**src/rtl/control_pkg.sv**
```systemverilog
// control_pkg
// Shared decode constants and state encoding for the RV64 subset control unit
// (ld, sd, addi, add, sub). The datapath top level imports the same package.
//   - Opcode / funct3 / funct7 constants
//   - state_t      : FSM state encoding
//   - instrKind_t  : decoded instruction class
//   - decodeKind() : classifies an instruction word into instrKind_t
package control_pkg;

    localparam logic [6:0] OP_LOAD  = 7'b0000011;
    localparam logic [6:0] OP_STORE = 7'b0100011;
    localparam logic [6:0] OP_OPIMM = 7'b0010011;
    localparam logic [6:0] OP_OP    = 7'b0110011;

    localparam logic [2:0] F3_LD    = 3'b011;
    localparam logic [2:0] F3_SD    = 3'b011;
    localparam logic [2:0] F3_ADDI  = 3'b000;
    localparam logic [2:0] F3_ADD   = 3'b000;

    localparam logic [6:0] F7_ADD   = 7'b0000000;
    localparam logic [6:0] F7_SUB   = 7'b0100000;

    // addi x0,x0,0 : the instruction register's reset contents
    localparam logic [31:0] NOP_INSTR = 32'h0000_0013;

    typedef enum logic [2:0] {
        FETCH     = 3'd0,
        DECODE    = 3'd1,
        EXECUTE   = 3'd2,
        MEMORY    = 3'd3,
        WRITEBACK = 3'd4,
        HALT      = 3'd5
    } state_t;

    typedef enum logic [2:0] {
        INS_ILLEGAL = 3'd0,
        INS_LD      = 3'd1,
        INS_SD      = 3'd2,
        INS_ADDI    = 3'd3,
        INS_ADD     = 3'd4,
        INS_SUB     = 3'd5
    } instrKind_t;

    function automatic instrKind_t decodeKind(input logic [31:0] ir);
        logic [6:0] opcode;
        logic [2:0] funct3;
        logic [6:0] funct7;
        instrKind_t kind;
        opcode = ir[6:0];
        funct3 = ir[14:12];
        funct7 = ir[31:25];
        kind   = INS_ILLEGAL;
        if (opcode == OP_LOAD && funct3 == F3_LD)
            kind = INS_LD;
        else if (opcode == OP_STORE && funct3 == F3_SD)
            kind = INS_SD;
        else if (opcode == OP_OPIMM && funct3 == F3_ADDI)
            kind = INS_ADDI;
        else if (opcode == OP_OP && funct3 == F3_ADD && funct7 == F7_ADD)
            kind = INS_ADD;
        else if (opcode == OP_OP && funct3 == F3_ADD && funct7 == F7_SUB)
            kind = INS_SUB;
        return kind;
    endfunction

endpackage

```
**src/rtl/imm_gen.sv**
```systemverilog
// imm_gen
// Sign-extended immediate extraction from the instruction register.
// Ports:
//   ir        in  32  instruction register contents
//   immediate out 64  I-type / S-type immediate, sign-extended; 0 otherwise
module imm_gen
    import control_pkg::*;
(
    input  logic [31:0] ir,
    output logic [63:0] immediate
);

    logic signed [11:0] immI;
    logic signed [11:0] immS;
    logic signed [63:0] immExt;
    logic               unusedIrBits;

    assign immI = ir[31:20];
    assign immS = {ir[31:25], ir[11:7]};

    // rs1 and funct3 fields carry no immediate bits
    assign unusedIrBits = ^ir[19:12];

    always_comb begin
        immExt = '0;
        case (ir[6:0])
            OP_LOAD, OP_OPIMM: immExt = 64'(immI);
            OP_STORE:          immExt = 64'(immS);
            default:           immExt = '0;
        endcase
    end

    assign immediate = immExt;

endmodule

```
**src/rtl/control_unit.sv**
```systemverilog
// control_unit
// Multi-cycle FSM controller for an RV64 subset (ld, sd, addi, add, sub).
// Sequence: FETCH -> DECODE -> EXECUTE -> [MEMORY] -> [WRITEBACK] -> FETCH;
// an unsupported encoding parks the FSM in HALT until rst.
// Ports:
//   clk, rst                 clock, synchronous active-high reset
//   instr_valid, instr       instruction handshake input (accepted in FETCH)
//   instr_ready              high only in FETCH
//   pc                       address of the current instruction
//   immediate                sign-extended immediate from IR
//   readRegister1/2          rs1 / rs2 addresses from IR
//   writeRegister            rd address from IR
//   writeEnable_DataMemory   one-cycle store strobe (MEMORY, sd)
//   writeEnable_Registers    one-cycle register write strobe (WRITEBACK, rd != 0)
//   muxSelect_SumVsReadData  write-back source: 1 adder, 0 memory
//   muxSelect_ImmVsDataout2  adder operand B: 1 immediate, 0 dataOut2
//   SumOrSub                 adder mode: 1 subtract
//   illegal                  sticky unsupported-instruction flag
module control_unit
    import control_pkg::*;
(
    input  logic        clk,
    input  logic        rst,
    input  logic        instr_valid,
    input  logic [31:0] instr,
    output logic        instr_ready,
    output logic [63:0] pc,
    output logic [63:0] immediate,
    output logic [4:0]  readRegister1,
    output logic [4:0]  readRegister2,
    output logic [4:0]  writeRegister,
    output logic        writeEnable_DataMemory,
    output logic        writeEnable_Registers,
    output logic        muxSelect_SumVsReadData,
    output logic        muxSelect_ImmVsDataout2,
    output logic        SumOrSub,
    output logic        illegal
);

    state_t     state;
    state_t     nextState;
    logic [31:0] ir;
    instrKind_t kind;
    logic       pcAdvance;

    assign kind = decodeKind(ir);

    assign readRegister1 = ir[19:15];
    assign readRegister2 = ir[24:20];
    assign writeRegister = ir[11:7];

    assign muxSelect_ImmVsDataout2 = (kind == INS_LD) || (kind == INS_SD) || (kind == INS_ADDI);
    assign SumOrSub                = (kind == INS_SUB);
    assign muxSelect_SumVsReadData = (kind != INS_LD);

    imm_gen uImmGen (
        .ir        (ir),
        .immediate (immediate)
    );

    always_ff @(posedge clk) begin
        if (rst) begin
            state   <= FETCH;
            ir      <= NOP_INSTR;
            pc      <= '0;
            illegal <= 1'b0;
        end else begin
            state <= nextState;
            if (state == FETCH && instr_valid)
                ir <= instr;
            if (state == DECODE && kind == INS_ILLEGAL)
                illegal <= 1'b1;
            if (pcAdvance)
                pc <= pc + 64'd4;
        end
    end

    // Strobes are gated by rst so a reset in MEMORY/WRITEBACK never lets a write escape.
    always_comb begin
        nextState              = state;
        instr_ready            = 1'b0;
        writeEnable_DataMemory = 1'b0;
        writeEnable_Registers  = 1'b0;
        pcAdvance              = 1'b0;
        case (state)
            FETCH: begin
                instr_ready = 1'b1;
                if (instr_valid)
                    nextState = DECODE;
            end
            DECODE: begin
                nextState = (kind == INS_ILLEGAL) ? HALT : EXECUTE;
            end
            EXECUTE: begin
                nextState = (kind == INS_LD || kind == INS_SD) ? MEMORY : WRITEBACK;
            end
            MEMORY: begin
                if (kind == INS_SD) begin
                    writeEnable_DataMemory = !rst;
                    nextState              = FETCH;
                    pcAdvance              = 1'b1;
                end else begin
                    nextState = WRITEBACK;
                end
            end
            WRITEBACK: begin
                writeEnable_Registers = !rst && (ir[11:7] != 5'd0);
                nextState             = FETCH;
                pcAdvance             = 1'b1;
            end
            HALT: begin
                nextState = HALT;
            end
            default: begin
                nextState = FETCH;
            end
        endcase
    end

endmodule
```
**config.mk**
```make
export PLATFORM = sky130hd
export DESIGN_NAME = control_unit
export DESIGN_NICKNAME = d
export VERILOG_FILES = /design/src/rtl/control_pkg.sv /design/src/rtl/imm_gen.sv /design/src/rtl/control_unit.sv
export SDC_FILE = /design/constraint.sdc
export NUM_CORES = 1
export LEC_CHECK = 0
export BUFFER_PORTS_ARGS = -buffer_cell sky130_fd_sc_hd__buf_4
export CAP_MARGIN = 0
export CELL_PAD_IN_SITES_DETAIL_PLACEMENT = 1
export CELL_PAD_IN_SITES_GLOBAL_PLACEMENT = 1
export CORE_AREA = 2 2 125 127
export DETAILED_ROUTE_END_ITERATION = 10
export DIE_AREA = 0 0 127 129
export PLACE_DENSITY_LB_ADDON = 0.1
export SYNTH_ARGS = -nofsm -noshare
export SYNTH_HDL_FRONTEND = slang
export SYNTH_SLANG_ARGS = --single-unit
```
**constraint.sdc**
```tcl
create_clock -name clk -period 6.9 [get_ports clk]
set_clock_uncertainty 0.2 [all_clocks]
set_input_delay 1.035 -clock clk [delete_from_list [all_inputs] [get_ports clk]]
set_output_delay 1.035 -clock clk [all_outputs]
set_load 0.03 [all_outputs]
```
==> impl_metrics.py <==
metrics = {
    "run_status": {
        "status": "finished clean",
    },
    "cts": {
        "cts_tree": "yes",
        "cts.clk_slew.worst_paths_ns": 0.06,
        "cts_root_buf": "clkbuf_16",
        "cts_resized": 0,
        "cts.sinks": 98,
        "clock_latency_ns": 0.35,
        "htree_levels": 3,
        "cts.path.max_buffers": 2,
        "cts_setup_buffers": 0,
        "ctsHoldBuffers": 0,
        "numCtsBuffers": 9,
    },
    "setup_path": {
        "worstSetupPathType": "reg -> out",
        "crit_path_end_kind": "output port",
        "arrival_ns": 2.89,
        "crit_fanout": 53,
        "required_ns": 5.66,
        "start_kind": "register",
    },
    "yosys": {
        "synth-seq-cells": 98,
        "ys_types": 52,
        "ys_top_cells_by_area": "dfxtp_1 38%, buf_4 10%, a21oi_1 7.3%",
        "synth_edf_count": 0,
        "yosysWarnings": 0,
        "synth_top_area_share_pct": 37.8,
        "avgSynthCellArea_um2": 7.88,
        "syn_area_um2": 5190,
        "ys.flop_type": "dfxtp_1",
        "synth.yosys.seq_area_share_pct": 37.8,
        "async_flop_share_pct": 0,
        "yosysTopAreaCell": "dfxtp_1",
        "syn_inst": 659,
    },
    "power_and_ir_drop": {
        "p_seq_share_pct": 44.4,
        "p_sw_mw": 0.436,
        "pwr-share-comb_pct": 21.3,
        "power.share.switching_pct": 31.7,
        "power_density_nw_per_um2": 213,
        "ir_worst_vdd_mv": 0.121,
        "internal_power_mw": 0.938,
        "cellLeakagePower_nw": 2.44,
        "clkPwrFrac_pct": 34.3,
    },
    "floorplan": {
        "initial_core_util_pct": 34.7,
        "core_um2": 15000,
        "num_io_pins": 185,
        "rows": 45,
        "die_y_um": 129,
        "dieArea_um2": 16400,
        "die_x_um": 127,
    },
    "detailed_routing": {
        "dr.first_iter.drc_count": 194,
        "finalWirelength_um": 15600,
        "vias": 5054,
        "wl_per_cell_um": 16.6,
        "vias_per_cell": 5.35,
        "drtPass1Iterations": 4,
        "drc": 0,
        "route.antenna.remaining_nets": 0,
    },
    "place": {
        "dpl_cell_area_um2": 6170,
        "io_buffers": 182,
        "hpwl_um": 11100,
        "place_congestion": 0.828,
    },
    "timing": {
        "slew_headroom_pct": 19.2,
        "finalCritPeriodShare_pct": 59.8,
        "finalCriticalPeriod_ns": 4.13,
        "slew_violations": 0,
        "max_freq_mhz": 242,
        "worst_slew_pin_slew_ns": 1.21,
        "setup_viol": 0,
        "rsz0062_at_grt": "no",
        "setup_tns_ns": 0,
        "finalHoldViolations": 0,
    },
    "global_route": {
        "antenna_found_initial": 0,
        "first_global_vias": 4972,
        "grt_start_max_net_pins": 104,
        "grt_pass1_wl_um": 24700,
        "grt_remaining_overflow": 0,
        "grt_usage_pct": 18.5,
    },
    "final_layout": {
        "layout.nets": 789,
        "drive_gt1_share_pct": 28.0,
        "syn_to_final_growth_pct": 24.0,
        "fillers": 1816,
        "antenna_cells": 0,
        "finalInstanceArea_um2": 6440,
    },
    "hold_path": {
        "hp-class": "reg -> reg",
    },
    "run": {
        "maxCapViolCount": 0,
    },
}
-- logic make-up (layout without fill, tap and decap cells) --
family                   count (synthesis)  count (layout)  synth area share (%)
flip-flops                              98              98                  37.8
other                                    1               2                0.0722
buffers and inverters                  114             210                  13.3
AO/OA/AOI/OAI                          145             145                  16.9
AND/OR/NAND/NOR                        280             280                  28.3
multiplexers                             1               1                 0.217
XOR/XNOR                                19              19                  3.20
adder cells (fa/ha/maj)                  1               1                 0.241
-- power groups by stage --
stage                     logic, mW  clock network, mW  registers (mW)
after floorplan               0.233                  0           0.617
after global placement        0.289                  0           0.622
after detailed placement      0.295                  0           0.623
after CTS                     0.296              0.487           0.610
after global routing          0.315              0.510           0.613
final                         0.293              0.471           0.610
-- stage by stage --
stage	power (mW)	hold WS [ns]	instances	utilization [%]	setup WS, ns
4_1_cts	1.39	0.259	944	43.0	2.73
5_1_grt	1.44	0.286	944	43.0	2.55
3_5_place_dp	0.918	0.249	930	41.2	3.11
2_1_floorplan	0.850	0.230	660	-	2.56
6_report	1.37	0.254	944	43.0	2.77
3_3_place_gp	0.911	0.244	930	41.2	3.28
-- registers in the layout, summed over array words and instances, names as in the netlist --
name / flops
state: 3
ir: 32
pc: 62
illegal: 1
-- synthesized netlist by cell type (4+ instances only) --
| library cell | n |
|---|---|
| nor3_1 | 12 |
| xnor2_1 | 14 |
| nand4_1 | 24 |
| o21ai_0 | 28 |
| and2_1 | 11 |
| nand3_1 | 21 |
| dfxtp_1 | 98 |
| or3_1 | 26 |
| clkbuf_1 | 30 |
| o31ai_1 | 16 |
| nor4_1 | 4 |
| a22oi_1 | 5 |
| buf_4 | 69 |
| nand2_1 | 92 |
| a21oi_1 | 76 |
| or4_1 | 18 |
| inv_1 | 10 |
| nor2b_1 | 4 |
| nor2_1 | 43 |
| xor2_1 | 5 |
| and4_1 | 7 |
-- layout by cell type (no fill, tap or decap), drive strengths merged, types with 4 or more instances in the layout --
cell type / n
buf: 185
dfxtp: 98
nand2: 92
a21oi: 76
nor2: 43
o21ai: 28
or3: 26
nand4: 24
nand3: 21
or4: 19
o31ai: 16
xnor2: 14
nor3: 12
and2: 11
inv: 10
clkbuf: 10
and4: 7
nor4: 6
a2111oi: 6
a22oi: 5
xor2: 5
nor2b: 4
clkinvlp: 4
-- final cells by class --
class | instances | area (µm²) | area share, %
flip-flops and latches | 98 | 1960 | 30.4
clock buffers | 10 | 239 | 3.71
well taps | 188 | 235 | 3.65
repair buffers | 185 | 1390 | 21.6
inverters | 11 | 41.3 | 0.641
clock inverters | 4 | 30.0 | 0.466
multi-input cells | 448 | 2550 | 39.5
-- final timing paths --
| kind | depth (start not counted) | endpoint | slack (ns) | startpoint |
|---|---|---|---|---|
| setup reg to reg | 5 | pc[49] | 3.72 | pc[23] |
| setup / recovery | 6 | immediate[43] | 2.77 | ir[2] |
| hold / removal | 2 | ir[18] | 0.25 | ir[18] |
| hold reg to reg | 2 | ir[18] | 0.25 | ir[18] |
-- per-layer routing --
layer,part of all wire [%],wire (µm),track usage [%]
met3,6.1,948,3.49
met2,50,7860,33.8
met4,1.1,167,5.49
met1,43,6660,22.2
met5,0,0,0
-- worst max-delay path, cell delays in order (launching register included) --
cell	delay, ns
dfxtp_1	0.32
or4b_4	0.58
or2_2	0.38
a21oi_1	0.40
and2_1	0.20
buf_4	0.39
buf_4	0.25
Note: power is estimated with default switching activity, not from simulation.
